**src/rtl/rq_rd_req_gen.sv**
```systemverilog
// DMA read-request generator: splits read descriptors into PCIe memory-read TLPs
// (MRRS and 4 KB aware), allocates tags from a bounded pool, one RQ FIFO word per TLP.
module rq_rd_req_gen #(
  parameter int TAG_NUM = 32,
  parameter int TAG_W   = 5
) (
  input  logic         user_clk,
  input  logic         user_rst,
  input  logic         desc_vld,
  output logic         desc_rdy,
  input  logic [63:0]  desc_addr,
  input  logic [31:0]  desc_len,
  output logic         desc_err,
  input  logic [2:0]   reg_mrrs_cfg,
  input  logic [15:0]  reg_req_id,
  input  logic         tag_rls,
  input  logic [7:0]   tag_rls_id,
  output logic         tag_err,
  output logic [8:0]   tag_busy_cnt,
  output logic         rq_tx_wr,
  output logic [539:0] rq_tx_wdata,
  input  logic         rq_tx_ff
);

  typedef enum logic [1:0] {
    S_IDLE  = 2'd0,
    S_SPLIT = 2'd1,
    S_ISSUE = 2'd2
  } state_e;

  state_e               state_q, state_d;
  logic [63:0]          cur_addr_q, cur_addr_d;
  logic [31:0]          rem_len_q, rem_len_d;
  logic [12:0]          mrrs_q, mrrs_d;
  logic [12:0]          chunk_q, chunk_d;
  logic [TAG_NUM-1:0]   busy_q, busy_d;
  logic [8:0]           busy_cnt_q, busy_cnt_d;
  logic                 wr_q, wr_d;
  logic [539:0]         wdata_q, wdata_d;
  logic                 desc_err_q, desc_err_d;
  logic                 tag_err_q, tag_err_d;

  logic                 issue_fire_s;
  logic                 tag_free_s;
  logic [TAG_W-1:0]     alloc_tag_s;
  logic [TAG_NUM-1:0]   rls_mask_s;
  logic [TAG_NUM-1:0]   alloc_mask_s;
  logic [32:0]          room_s;
  logic [32:0]          lim_s;
  logic [32:0]          chunk_s;
  logic                 desc_bad_s;
  logic [12:0]          mrrs_dec_s;

  // Pack one single-beat RQ word; descriptor byte k lands at [511-8k -: 8].
  function automatic logic [539:0] build_word(input logic [63:0] addr,
                                              input logic [12:0] chunk,
                                              input logic [7:0]  tag,
                                              input logic [15:0] req_id);
    logic [127:0] dsc;
    logic [539:0] w;
    logic [10:0]  dw;
    dw  = chunk[12:2];
    dsc = {24'd0, tag, req_id, 1'b0, 4'b0000, dw, addr[63:2], 2'b00};
    w   = '0;
    for (int k = 0; k < 16; k++) begin
      w[511-8*k -: 8] = dsc[8*k +: 8];
    end
    w[517:512] = 6'd48;
    w[518]     = 1'b0;
    w[519]     = 1'b1;
    w[523:520] = 4'hF;
    w[527:524] = (dw > 11'd1) ? 4'hF : 4'h0;
    return w;
  endfunction

  assign desc_rdy     = (state_q == S_IDLE) && !user_rst;
  assign desc_err     = desc_err_q;
  assign tag_err      = tag_err_q;
  assign tag_busy_cnt = busy_cnt_q;
  assign rq_tx_wr     = wr_q;
  assign rq_tx_wdata  = wdata_q;

  // Chunk size candidates: remaining length, MRRS and distance to the next 4 KB line.
  always_comb begin
    desc_bad_s = (desc_len == 32'd0) || (desc_len[1:0] != 2'd0) || (desc_addr[1:0] != 2'd0);
    mrrs_dec_s = (reg_mrrs_cfg >= 3'd5) ? 13'd4096 : (13'd128 << reg_mrrs_cfg);
    room_s     = 33'd4096 - {21'd0, cur_addr_q[11:0]};
    lim_s      = ({20'd0, mrrs_q} < room_s) ? {20'd0, mrrs_q} : room_s;
    chunk_s    = ({1'b0, rem_len_q} < lim_s) ? {1'b0, rem_len_q} : lim_s;
  end

  // Lowest free tag; a tag released this cycle is still busy in busy_q.
  always_comb begin
    tag_free_s  = 1'b0;
    alloc_tag_s = '0;
    for (int i = TAG_NUM - 1; i >= 0; i--) begin
      tag_free_s  = tag_free_s | ~busy_q[i];
      alloc_tag_s = busy_q[i] ? alloc_tag_s : TAG_W'(i);
    end
  end

  // Descriptor FSM and word generation.
  always_comb begin
    state_d      = state_q;
    cur_addr_d   = cur_addr_q;
    rem_len_d    = rem_len_q;
    mrrs_d       = mrrs_q;
    chunk_d      = chunk_q;
    desc_err_d   = 1'b0;
    issue_fire_s = 1'b0;
    case (state_q)
      S_IDLE: begin
        if (desc_vld && desc_bad_s) begin
          desc_err_d = 1'b1;
        end else if (desc_vld) begin
          cur_addr_d = desc_addr;
          rem_len_d  = desc_len;
          mrrs_d     = mrrs_dec_s;
          state_d    = S_SPLIT;
        end else begin
          state_d = S_IDLE;
        end
      end
      S_SPLIT: begin
        chunk_d = chunk_s[12:0];
        state_d = S_ISSUE;
      end
      S_ISSUE: begin
        if (!rq_tx_ff && tag_free_s) begin
          issue_fire_s = 1'b1;
          cur_addr_d   = cur_addr_q + {51'd0, chunk_q};
          rem_len_d    = rem_len_q - {19'd0, chunk_q};
          state_d      = (rem_len_q == {19'd0, chunk_q}) ? S_IDLE : S_SPLIT;
        end else begin
          state_d = S_ISSUE;
        end
      end
      default: begin
        state_d = S_IDLE;
      end
    endcase
    wr_d    = issue_fire_s;
    wdata_d = issue_fire_s ? build_word(cur_addr_q, chunk_q, 8'(alloc_tag_s), reg_req_id)
                           : wdata_q;
  end

  // Tag pool update: release and allocation can land on the same edge.
  always_comb begin
    for (int i = 0; i < TAG_NUM; i++) begin
      rls_mask_s[i]   = tag_rls && (tag_rls_id == 8'(i)) && busy_q[i];
      alloc_mask_s[i] = issue_fire_s && (alloc_tag_s == TAG_W'(i));
    end
    tag_err_d  = tag_rls && !(|rls_mask_s);
    busy_d     = (busy_q & ~rls_mask_s) | alloc_mask_s;
    busy_cnt_d = 9'd0;
    for (int i = 0; i < TAG_NUM; i++) begin
      busy_cnt_d = busy_cnt_d + 9'(busy_d[i]);
    end
  end

  // State and output registers with synchronous reset.
  always_ff @(posedge user_clk) begin
    if (user_rst) begin
      state_q    <= S_IDLE;
      cur_addr_q <= 64'd0;
      rem_len_q  <= 32'd0;
      mrrs_q     <= 13'd0;
      chunk_q    <= 13'd0;
      busy_q     <= '0;
      busy_cnt_q <= 9'd0;
      wr_q       <= 1'b0;
      wdata_q    <= '0;
      desc_err_q <= 1'b0;
      tag_err_q  <= 1'b0;
    end else begin
      state_q    <= state_d;
      cur_addr_q <= cur_addr_d;
      rem_len_q  <= rem_len_d;
      mrrs_q     <= mrrs_d;
      chunk_q    <= chunk_d;
      busy_q     <= busy_d;
      busy_cnt_q <= busy_cnt_d;
      wr_q       <= wr_d;
      wdata_q    <= wdata_d;
      desc_err_q <= desc_err_d;
      tag_err_q  <= tag_err_d;
    end
  end

endmodule

```
**config.mk**
```make
export PLATFORM = sky130hd
export DESIGN_NAME = rq_rd_req_gen
export DESIGN_NICKNAME = d
export VERILOG_FILES = /design/src/rtl/rq_rd_req_gen.sv
export SDC_FILE = /design/constraint.sdc
export NUM_CORES = 1
export LEC_CHECK = 0
export ABC_CLOCK_PERIOD_IN_PS = 6750
export CAP_MARGIN = 20
export CORE_AREA = 2 2 267 269
export CTS_BUF_LIST = sky130_fd_sc_hd__clkbuf_8
export CTS_CLUSTER_SIZE = 14
export DETAILED_ROUTE_END_ITERATION = 7
export DIE_AREA = 0 0 269 271
export HOLD_SLACK_MARGIN = 0.06
export PLACE_DENSITY = 0.58
export SETUP_SLACK_MARGIN = 0.4
export SLEW_MARGIN = 20
export SYNTH_ARGS = -nofsm -noshare
export SYNTH_HDL_FRONTEND = slang
export SYNTH_SLANG_ARGS = --single-unit
```
**constraint.sdc**
```tcl
create_clock -name user_clk -period 6.75 [get_ports user_clk]
set_clock_uncertainty 0.1 [all_clocks]
set_input_delay 1.0125 -clock user_clk [delete_from_list [all_inputs] [get_ports user_clk]]
set_output_delay 1.0125 -clock user_clk [all_outputs]
set_load 0.03 [all_outputs]
```
== After elaboration in Yosys (flattened, before gate mapping) ==
Index checks and enable logic that the tools add are counted.

* Register bits: 273
* Latch bits: 0
* Bits in writable memories: 0
* Bits in read-only memories: 0
* Logic and storage cells: 354
* Memories kept: 0

* Add/sub/neg operators: 34
* $mul: 0
* Divide/modulo/power cells: 0
* Order comparisons: 4
* Eq/ne operators: 68
* Shifts and indexed selects: 1
* Multiplexer cells: 52
* Bitwise gates (word level): 68
* Reduce and logical (&&, ||, !) cells: 116

{| class="wikitable"
|+ Operator list
! cell !! count
|-
| $add A9 B1 Y9 || 23
|-
| $mux W64 || 3
|-
| $mux W5 || 32
|-
| $eq A8 B5 Y1 const B || 16
|-
| $pmux W64 S2 || 1
|-
| $logic_and A1 B1 Y1 || 100
|-
| $mux W32 || 3
|-
| $eq A5 B5 Y1 const B || 16
|-
| $add A64 B13 Y64 || 1
|-
| $eq A8 B4 Y1 const B || 8
|-
| $pmux W32 S2 || 1
|-
| $eq A5 B4 Y1 const B || 8
|-
| $not A1 Y1 || 34
|-
| $lt A13 B33 Y1 || 1
|-
| $lt A32 B33 Y1 || 1
|-
| $mux W33 || 1
|-
| $and A32 B32 Y32 || 1
|-
| $eq A32 B13 Y1 || 1
|-
| $eq A8 B3 Y1 const B || 4
|-
| $logic_not A32 Y1 || 1
|-
| $not A32 Y32 || 1
|-
| $or A32 B32 Y32 || 1
|-
| $reduce_or A32 Y1 || 1
|-
| $sub A32 B13 Y32 || 1
|-
| other kinds (35) || 83
|}

== Logic depth before layout (Yosys ltp) ==
Gate-level depths: netlist of the first run.

* Depth in word-level cells: 68
* Depth in mapped cells: 25
* Mapped depth without buffers: 24

== Worst setup path after synthesis of the first run ==
Ideal clock, no wire load.

* Path type: input port to flip-flop
* From: input tag_rls_id[5]
* To: register busy_cnt_q[4], in the netlist tag_busy_cnt[4]
* Arrival: 6.876 ns
* Data required time: 6.522 ns
* Slack: -0.354 ns
* Stages: 22
* Buffers on the path: 0
* Cell sequence: or4b_2 nor2_1 nand2_1 o21ai_0 a21boi_0 fa_1 fa_1 inv_1 fa_1 inv_1 fa_1 inv_1 fa_1 inv_1 fa_1 inv_1 ha_1 fa_1 a21o_1 a21oi_1 xor2_1 nor2_1

* Longest elaborated chain between the ends: 37
* Elaborated cells on any way between the ends: 130
* Classes of those cells: add/sub (31); eq/ne (31); bitwise (3); reduce/logical (65)

{| class="wikitable"
|+ RTL lines
! element !! RTL line !! source
|-
| from (decl) || 17 || <nowiki>input logic [7:0] tag_rls_id,</nowiki>
|-
| $eq A8 B1 Y1 or $logic_not A8 Y1 (tied branches) || 150 || <nowiki>rls_mask_s[i] = tag_rls && (tag_rls_id == 8'(i)) && busy_q[i];</nowiki>
|-
| $logic_and A1 B1 Y1 (2 in a row) || 150 ||
|-
| $not A32 Y32 (*) || 154 || <nowiki>busy_d = (busy_q & ~rls_mask_s) | alloc_mask_s;</nowiki>
|-
| $and A32 B32 Y32 (*) || 154 ||
|-
| $or A32 B32 Y32 (*) || 154 ||
|-
| $add A1 B1 Y2 || 157 || <nowiki>busy_cnt_d = busy_cnt_d + 9'(busy_d[i]);</nowiki>
|-
| $add A2 B1 Y3 || 157 ||
|-
| $add A3 B1 Y4 || 157 ||
|-
| $add A4 B1 Y5 || 157 ||
|-
| $add A5 B1 Y6 || 157 ||
|-
| $add A6 B1 Y7 || 157 ||
|-
| $add A7 B1 Y8 || 157 ||
|-
| $add A8 B1 Y9 || 157 ||
|-
| $add A9 B1 Y9 (22 in a row) || 157 ||
|-
| $add A9 B1 Y9 (*) || 157 ||
|-
| to (signal assigned) || 182 || <nowiki>busy_cnt_q <= busy_cnt_d;</nowiki>
|-
| to (decl) || 37 || <nowiki>logic [8:0] busy_cnt_q, busy_cnt_d;</nowiki>
|}

Mark *: on every way between the ends. The rest lies on a longest branch, timed or not.
A chain may end at the register's enable or synchronous reset.

== Worst setup path in the final report of the first run ==
Same ends and word-level chain as after synthesis.

==> impl_metrics.env, run 1 <==
export IMPL_final_cell_mix="conb_1 (438), nand2_1 (327), clkdlybuf4s50_1 (236)"
export IMPL_slowest_stage="fa_1"
export IMPL_vias=17200
export IMPL_yosysSeqAreaShare_pct=27.9
export IMPL_finalHoldViolations=0
export IMPL_relSlewSlack_pct=25.7
export IMPL_htreeDepth=2
export IMPL_numCtsBuffers=50
export IMPL_yosys_cell_types_count=84
export IMPL_drc=0
export IMPL_start_kind="input port"
export IMPL_wl_um=66600
export IMPL_grt_pass1_wl_um=97600
export IMPL_hold_start="rq_tx_wdata[490]$_SDFFE_PP0P_"
export IMPL_wl_met1_um=29500
export IMPL_power_density_nw_per_um2=176
export IMPL_avgRoutedWirePerCell_um=18.2
export IMPL_reg2reg_depth=25
export IMPL_synthesis_area_um2=18200
export IMPL_cp_arrival_ns=6.78
export IMPL_critical_path_startpoint="tag_rls_id[5]"
export IMPL_antenna_found_initial=6
export IMPL_path_depth=23
export IMPL_synthesis_instances=2370
export IMPL_critPathMaxFanout=3
export IMPL_n_fill_cell=7551
export IMPL_power_mw=3.94
export IMPL_cap_viol_max_count=0
export IMPL_grt_ovfl_total=0
export IMPL_clkLatencyLatePin_ns=0.66
export IMPL_synthArstFlopShare_pct=0
export IMPL_holdBufCountCts=0
export IMPL_endpoint_kind="flip-flop"
export IMPL_synth_edf_count=0
export IMPL_wl_met2_um=30400
export IMPL_hp_class="reg -> reg"
export IMPL_rows=97
export IMPL_drt_pass1_iterations=5
export IMPL_max_vdd_ir_drop_mv=0.116
export IMPL_grt_max_degree=108
export IMPL_io_buffers=242
export IMPL_cts_tree="done"
export IMPL_rsz0062_at_grt="yes"
export IMPL_final_common_cell="conb_1"
export IMPL_dp_hpwl_um=48900
export IMPL_status="complete, no violations"
export IMPL_ioPinCount=681
export IMPL_core_area_um2=69800
export IMPL_placed_cell_area_um2=20600
export IMPL_grt_use_total_pct=17.3
export IMPL_grt_pass1_vias=15600
export IMPL_die_w_um=269
export IMPL_leakage_nw=9.04
export IMPL_crit_path_cell_trace="clkdlybuf4s15_2 > or4b_4 > buf_6 > nor2_4 > buf_4 > nand2_2 > o21ai_1 > o31a_1 > fa_1 > fa_1 > fa_1 > fa_1 > inv_2 > fa_1 > inv_1 > fa_1 > inv_1 > ha_2 > fa_2 > a21o_1 > a21oi_2 > xor2_1 > nor2_1"
export IMPL_cts_buffer_depth=3
export IMPL_setup_viol=0
export IMPL_whs_ns=0.352
export IMPL_path_clk_slew_ns=0.06
export IMPL_tightest_slew_ns=1.10
export IMPL_cp_required_ns=7.12
export IMPL_synthToLayoutAreaGrowth_pct=22.7
export IMPL_period_needed_ns=6.41
export IMPL_top_layer="met5"
export IMPL_nets=2899
export IMPL_routed_wl_met3_um=5000
export IMPL_max_stage_delay_ns=0.56
export IMPL_slew_violations=0
export IMPL_final_cell_area_um2=22300
export IMPL_fmax_mhz=156
export IMPL_rr_startpoint="busy_q[26]$_SDFF_PP0_"
export IMPL_ys_ff_latch=254
export IMPL_ant_nets=0
export IMPL_viasPerCell=4.70
export IMPL_final_layout_size_suffix_gt1_share_pct=12.6
export IMPL_die_area_um2=72900
export IMPL_start_util_pct=26.1
export IMPL_clock_sinks=254
export IMPL_crit_buf_inv=6
export IMPL_drtIter0Drc=1255
export IMPL_cpMostUsedCell="fa_1"
export IMPL_gp_congestion=0.938
export IMPL_yosys_warnings=0
export IMPL_syn_avg_cell_area_um2=7.68
export IMPL_worst_hold_path_num_cells=2
export IMPL_crit_family="adder cells"
export IMPL_root_buffer="clkbuf_8"
export IMPL_die_h_um=271
export IMPL_synth_main_ff_cell="dfxtp_1"
export IMPL_period_share_pct=94.9
export IMPL_crit_type="in -> reg"
final timing paths:
check | end | slack, ns
setup reg to reg | tag_busy_cnt[4]$_SDFF_PP0_ | 0.39
setup / recovery | tag_busy_cnt[4]$_SDFF_PP0_ | 0.34
hold / removal | rq_tx_wdata[490]$_SDFFE_PP0P_ | 0.35
hold reg to reg | rq_tx_wdata[490]$_SDFFE_PP0P_ | 0.35
where the power goes:
group          total, mW  internal (mW)  leakage (nW)  switching [mW]
registers           1.53           1.51          2.06          0.0203
logic              0.723          0.174          6.39           0.550
clock network       1.68          0.929         0.586           0.752
through the flow:
stage                     util, %  setup TNS [ns]  setup WS [ns]  cells
after floorplan                 -               0          0.260   2807
after global placement       29.5           -1.60         -0.450   3534
after detailed placement     29.5           -1.64         -0.466   3534
after CTS                    31.7               0          0.387   3652
after global routing         32.0               0          0.116   3668
final                        32.0               0          0.341   3669
final cells by class:
type,instances,area [um2],share of cell area (%)
clock buffers,61,840,3.76
clock inverters,25,200,0.896
inverters,77,289,1.29
well taps,940,1180,5.27
repair buffers,406,3690,16.5
flip-flops and latches,254,5130,23.0
diodes,2,5.00,0.0224
multi-input cells,1904,11000,49.3
worst min-delay path, stage by stage (launching register included):
cell     delay, ns
dfxtp_1       0.31
nand2_1       0.05
a21oi_1       0.05
synth_stat cells, drive strengths merged (6+ instances only):
cell type  count  area, um2
buf          461       3430
nand2        336       1260
dfxtp        254       5080
a21oi        190        955
nor2         121        454
o21ai        117        589
clkbuf       111        417
inv           77        289
ha            52        651
nor3          47        235
nand3         39        195
nor4          39        259
a211oi        37        278
o22ai         36        225
nand4         32        200
and3          26        163
fa            26        521
o21a          21        158
a21o          19        143
a31oi         19        119
a311oi        18        158
nor2b         17        106
a22oi         16        120
and4          15        131
o211ai        15        113
o41ai         15        131
xnor2         14        123
or4           13        105
xor2          13        114
a21boi        12       90.1
a32o          12        120
or3           12       76.3
a41oi         11        104
nand2b        11       68.8
o31a          10       87.6
and2           9       56.3
mux2i          7       70.1
o31ai          7       52.6
o221ai         6       58.8
registers in the layout, indices dropped and copies added, names as in the netlist:
name,count
busy_q,32
chunk_q,13
cur_addr_q,64
desc_err,1
mrrs_q,6
rem_len_q,32
rq_tx_wdata,96
rq_tx_wr,1
state_q,2
tag_busy_cnt,6
tag_err,1
timing repair:
item / CTS / global route
endpoints found under the hold margin: 0 / 0
pin swaps: 40 / 31
buffers inserted: 32 / 15
setup endpoints to repair: 5 / 5
resized for setup: 95 / 29
per-layer routing:
metal  global-route usage [%]  vias to the layer above
li1                         -                     8155
met1                     23.6                     8213
met2                     27.4                      752
met3                     3.54                      111
met4                     4.80                        2
met5                        0                        -
logic make-up after synthesis:
family / synth area share [%]
other cells: 0.0206
fa+ha+maj: 6.44
flops: 27.9
buf+inv: 22.7
xor+xnor: 1.30
mux: 0.571
simple gates: 18.9
compound gates: 22.1
(Power assumes the default switching activity.)
==> inputs of run 2 (changes only) <==
==> config.mk (replaced) <==
export PLATFORM = sky130hd
export DESIGN_NAME = rq_rd_req_gen
export DESIGN_NICKNAME = d
export VERILOG_FILES = /design/src/rtl/rq_rd_req_gen.sv
export SDC_FILE = /design/constraint.sdc
export NUM_CORES = 1
export LEC_CHECK = 0
export ABC_CLOCK_PERIOD_IN_PS = 6200
export CAP_MARGIN = 20
export CORE_AREA = 2 2 268 270
export CTS_BUF_LIST = sky130_fd_sc_hd__clkbuf_8
export CTS_CLUSTER_DIAMETER = 40
export CTS_CLUSTER_SIZE = 14
export DETAILED_ROUTE_END_ITERATION = 7
export DIE_AREA = 0 0 270 272
export HOLD_SLACK_MARGIN = 0.06
export PLACE_DENSITY = 0.56
export SETUP_SLACK_MARGIN = 0.1
export SLEW_MARGIN = 20
export SYNTH_ARGS = -nofsm -noshare
export SYNTH_HDL_FRONTEND = slang
export SYNTH_SLANG_ARGS = --single-unit
==> constraint.sdc (replaced) <==
create_clock -name user_clk -period 6.2 [get_ports user_clk]
set_clock_uncertainty 0.1 [all_clocks]
set_input_delay 0.93 -clock user_clk [delete_from_list [all_inputs] [get_ports user_clk]]
set_output_delay 0.93 -clock user_clk [all_outputs]
set_load 0.03 [all_outputs]
==> run 2 against run 1 <==
  * The flow now finishes with violations (negative setup slack)
  * Hold slack is essentially flat
  * Combinational power grew 9.7%
  * Die area grew 0.74%
  * Clock power grew 39%
  * First-iteration DRC count grew 1.8%
  * Register-to-register slack lost 0.56 ns
==> impl_metrics.env, run 2 (synthesized netlist as in run 1, its figures left out) <==
export IMPL_cp_required_ns=6.58
export IMPL_grt_pass1_wl_um=102000
export IMPL_drc=0
export IMPL_rows=98
export IMPL_vias=17500
export IMPL_start_kind="flip-flop"
export IMPL_antenna_found_initial=6
export IMPL_place_ws_ns=-0.950
export IMPL_endpoint_kind="flip-flop"
export IMPL_tightest_slew_ns=1.10
export IMPL_wl_met2_um=31500
export IMPL_critPathMaxFanout=6
export IMPL_grt_max_degree=88
export IMPL_cts_buffer_depth=3
export IMPL_setup_ws_ns=-0.167
export IMPL_viasPerCell=4.68
export IMPL_start_util_pct=25.7
export IMPL_wl_um=68800
export IMPL_drtIter0Drc=1278
export IMPL_final_layout_size_suffix_gt1_share_pct=13.8
export IMPL_crit_type="reg -> reg"
export IMPL_largest_reg_flops=96
export IMPL_period_share_pct=103
export IMPL_fin_util_pct=32.3
export IMPL_htreeDepth=2
export IMPL_core_area_um2=70800
export IMPL_dp_hpwl_um=51300
export IMPL_relSlewSlack_pct=26.1
export IMPL_final_common_cell="conb_1"
export IMPL_status="finished with violations"
export IMPL_slew_violations=0
export IMPL_drt_pass1_iterations=5
export IMPL_period_needed_ns=6.37
export IMPL_ioPinCount=681
export IMPL_root_buffer="clkbuf_8"
export IMPL_grt_pass1_vias=16300
export IMPL_ant_nets=0
export IMPL_grt_ovfl_total=0
export IMPL_routed_wl_met3_um=5240
export IMPL_whs_ns=0.352
export IMPL_die_h_um=272
export IMPL_setup_viol=4
export IMPL_die_area_um2=73400
export IMPL_power_mw=4.79
export IMPL_max_vdd_ir_drop_mv=0.152
export IMPL_synthToLayoutAreaGrowth_pct=25.7
export IMPL_failed_checks="negative setup slack"
export IMPL_gp_congestion=0.952
export IMPL_cap_viol_max_count=0
export IMPL_die_w_um=270
export IMPL_wl_met1_um=30200
export IMPL_leakage_nw=9.25
export IMPL_nets=2943
export IMPL_holdBufCountCts=0
export IMPL_finalHoldViolations=0
export IMPL_power_density_nw_per_um2=209
export IMPL_cp_arrival_ns=6.75
export IMPL_io_buffers=242
export IMPL_clock_sinks=254
export IMPL_hp_class="reg -> reg"
export IMPL_grt_use_total_pct=17.8
export IMPL_fmax_mhz=157
export IMPL_path_clk_slew_ns=0.06
export IMPL_clkLatencyLatePin_ns=0.68
export IMPL_top_layer="met4"
export IMPL_rsz0062_at_grt="yes"
export IMPL_numCtsBuffers=60
export IMPL_avgRoutedWirePerCell_um=18.4
export IMPL_final_cell_mix="conb_1 (438), nand2_1 (330), dfxtp_1 (242)"
export IMPL_cts_tree="done"
export IMPL_tns_ns=-0.475
run 2: cell count changes in the layout (fill, tap and decap cells not counted), moves of 5 or more:
| cell | change |
|---|---|
| o21ai_0 | +6 |
| buf_4 | +32 |
| bufinv_16 | +6 |
| dfxtp_1 | +9 |
| clkinv_2 | +6 |
| clkinvlp_4 | +7 |
| clkinv_4 | +9 |
| dfxtp_4 | -5 |
run 2: layout make-up:
type	count	area, um2
diodes	5	12.5
clock buffers	64	881
clock inverters	48	539
fillers	7701	47900
inverters	77	289
multi-input cells	1904	10900
flip-flops and latches	254	5100
well taps	950	1190
repair buffers	440	3950
run 2: worst paths after layout:
check	startpoint	to	cells past startpoint	slack, ns
setup / recovery	busy_q[22]$_SDFF_PP0_	tag_busy_cnt[4]$_SDFF_PP0_	25	-0.17
hold / removal	rq_tx_wdata[430]$_SDFFE_PP0P_	rq_tx_wdata[430]$_SDFFE_PP0P_	2	0.35
setup reg to reg	busy_q[22]$_SDFF_PP0_	tag_busy_cnt[4]$_SDFF_PP0_	25	-0.17
hold reg to reg	rq_tx_wdata[430]$_SDFFE_PP0P_	rq_tx_wdata[430]$_SDFFE_PP0P_	2	0.35
run 2: report_power, final:
part | switching (mW) | internal [mW] | leakage, nW
registers | 0.0213 | 1.65 | 2.06
logic | 0.602 | 0.191 | 6.47
clock network | 0.962 | 1.37 | 0.732
run 2: stage by stage:
stage / instances / area (um2)
2_1_floorplan: 2807 / 19900
3_3_place_gp: 3589 / 20900
3_5_place_dp: 3589 / 20900
4_1_cts: 3729 / 22700
5_1_grt: 3742 / 22900
6_report: 3742 / 22900
run 2: what timing repair did:
item,4_1_cts,5_1_grt
resized for setup,58,14
setup endpoints to repair,5,5
endpoints found under the hold margin,0,0
pin swaps,26,17
setup buffers,28,8
run 2: per-layer routing:
layer,vias up,GRT usage [%]
met1,8316,23.7
li1,8265,-
met4,0,5.79
met2,785,28.6
met3,129,3.83
met5,-,0
run 2: worst max-delay path, cell delays in order (launching register included):
cell and delay (ns):
dfxtp_2 0.36, nand2_2 0.07, a311oi_2 0.29, o31ai_1 0.12, buf_4 0.15, a31oi_4 0.14, buf_6 0.13, o2111ai_4 0.12
buf_6 0.17, buf_12 0.13, o31a_1 0.27, fa_1 0.54, fa_1 0.43, fa_1 0.48, fa_1 0.55, inv_1 0.05
fa_1 0.47, inv_1 0.05, fa_1 0.48, inv_1 0.05, ha_2 0.19, fa_2 0.34, a21o_1 0.17, a21oi_2 0.12
xor2_1 0.15, nor2_1 0.05
==> variant (config.mk and constraints of run 2) <==
The 3 states of `state_e` get a one-hot encoding in 3 bits.
--- a/src/rtl/rq_rd_req_gen.sv
+++ b/src/rtl/rq_rd_req_gen.sv
@@ -24,6 +24,6 @@
 
-  typedef enum logic [1:0] {
-    S_IDLE  = 2'd0,
-    S_SPLIT = 2'd1,
-    S_ISSUE = 2'd2
+  typedef enum logic [2:0] {
+    S_IDLE  = 3'b001,
+    S_SPLIT = 3'b010,
+    S_ISSUE = 3'b100
   } state_e;
Function: no difference found for any inputs over 4 cycles, from zero or initial values and one cycle with user_rst high; so few cycles prove little.
==> variant against run 2 <==
The run still ends with negative setup slack left. Total power grew 8.0%. Via count grew 0.15%. Design area grew 1.5%. Worst hold slack is essentially flat. Wire length shrank 1.5%. Global-route usage shrank 0.35 points. Count of clock-buffer cells in the layout grew 14. Die area is the same. Worst setup slack gained 0.17 ns. Synthesized area grew 1.6%. Combinational power grew 2%. Sequential cell count grew 1. Critical path type unchanged. Critical endpoint unchanged. Largest cell class unchanged.
==> variant: results (changes against run 2) <==
Filler Cell Count: 7654 (was 7701)
Area taken by multi-input logic gates: 11070 sq um (was 10920 sq um)
Slowest Stage Delay on Critical Path: 0.58 ns (was 0.55 ns)
Multi-input gates: 1932 (was 1904)
Synth Area in Compound Gates: 20.23% (was 22.09%)
Hold-critical path endpoint: rq_tx_wdata[428] (was rq_tx_wdata[430])
Place WS: -0.8600 ns (was -0.9501 ns)
Iteration-0 DRC Markers: 1314 (was 1278)
Mux share of post-synthesis cell area: 1.049% (was 0.5707%)
DRT met1 WL: 30.02 mm (was 30.16 mm)
Insertion delay to the later sink of the worst-skew pair: 0.66 ns (was 0.68 ns)
Cell Area, Placed: 21250 sq um (was 20940 sq um)
Nonclk inv count: 82 (was 77)
Sequential area share after synthesis: 27.62% (was 27.94%)
Synth top cells by count: buf_4, nand2_1, dfxtp_1, a21oi_1, nor2_1 (unchanged)
Gr usage total: 17.46% (was 17.81%)
Post-Synth Adder-Cell Area: 6.336% (was 6.436%)
Worst setup slack after layout: -0.001673 ns (was -0.1670 ns)
Worst-case reg-to-reg path depth: 26 (was 25)
Dominant cells by area after synthesis: dfxtp_1, buf_4, nand2_1 (unchanged)
Syn-to-layout area delta: 25.60% (was 25.72%)
Maximum vdd ir drop: 0.1265 mV (was 0.1515 mV)
Met2 Usage GRT: 28.20% (was 28.62%)
Outcome: finished, violations left (unchanged)
First-pass GRT wire length: 99.55 mm (was 102.0 mm)
Non-Filler Instances: 3761 (was 3742)
Failing checks: negative setup slack (unchanged)
Met3 Routed Length: 4.810 mm (was 5.242 mm)
Final setup vio count: 1 (was 4)
N_diodes: 2 (was 5)
Netlist cell types: 86 (was 84)
Non-CTS buffers: 417 (was 440)
Static Leak: 9.280 nW (was 9.253 nW)
Mapped Cells: 2410 (was 2370)
Final GP Congestion: 0.8893 (was 0.9522)
Top Layer Used: met5 (was met4)
variant: cell count changes after synthesis, sizes merged, moves of 10 or more:
cell / delta
o21ai: -27
nand3: +26
o22ai: -19
a311oi: +16
buf: +12
nor3: +12
a32o: -10
and2: +10
variant: power by group through the flow:
| stage | registers [W] | clock network (W) | logic, W |
|---|---|---|---|
| 2_1_floorplan | 0.00170 | 0 | 0.000825 |
| 3_3_place_gp | 0.00171 | 0 | 0.000801 |
| 3_5_place_dp | 0.00171 | 0 | 0.000801 |
| 4_1_cts | 0.00168 | 0.00276 | 0.000804 |
| 5_1_grt | 0.00168 | 0.00284 | 0.000865 |
| 6_report | 0.00168 | 0.00268 | 0.000811 |
variant: what timing repair did:
action | in CTS | in global routing
gates resized for setup | 21 | 46
setup endpoints to repair | 5 | 14
cloned | 0 | 0
buffers inserted | 2 | 8
pin swaps | 5 | 27
hold buffers | 0 | 0
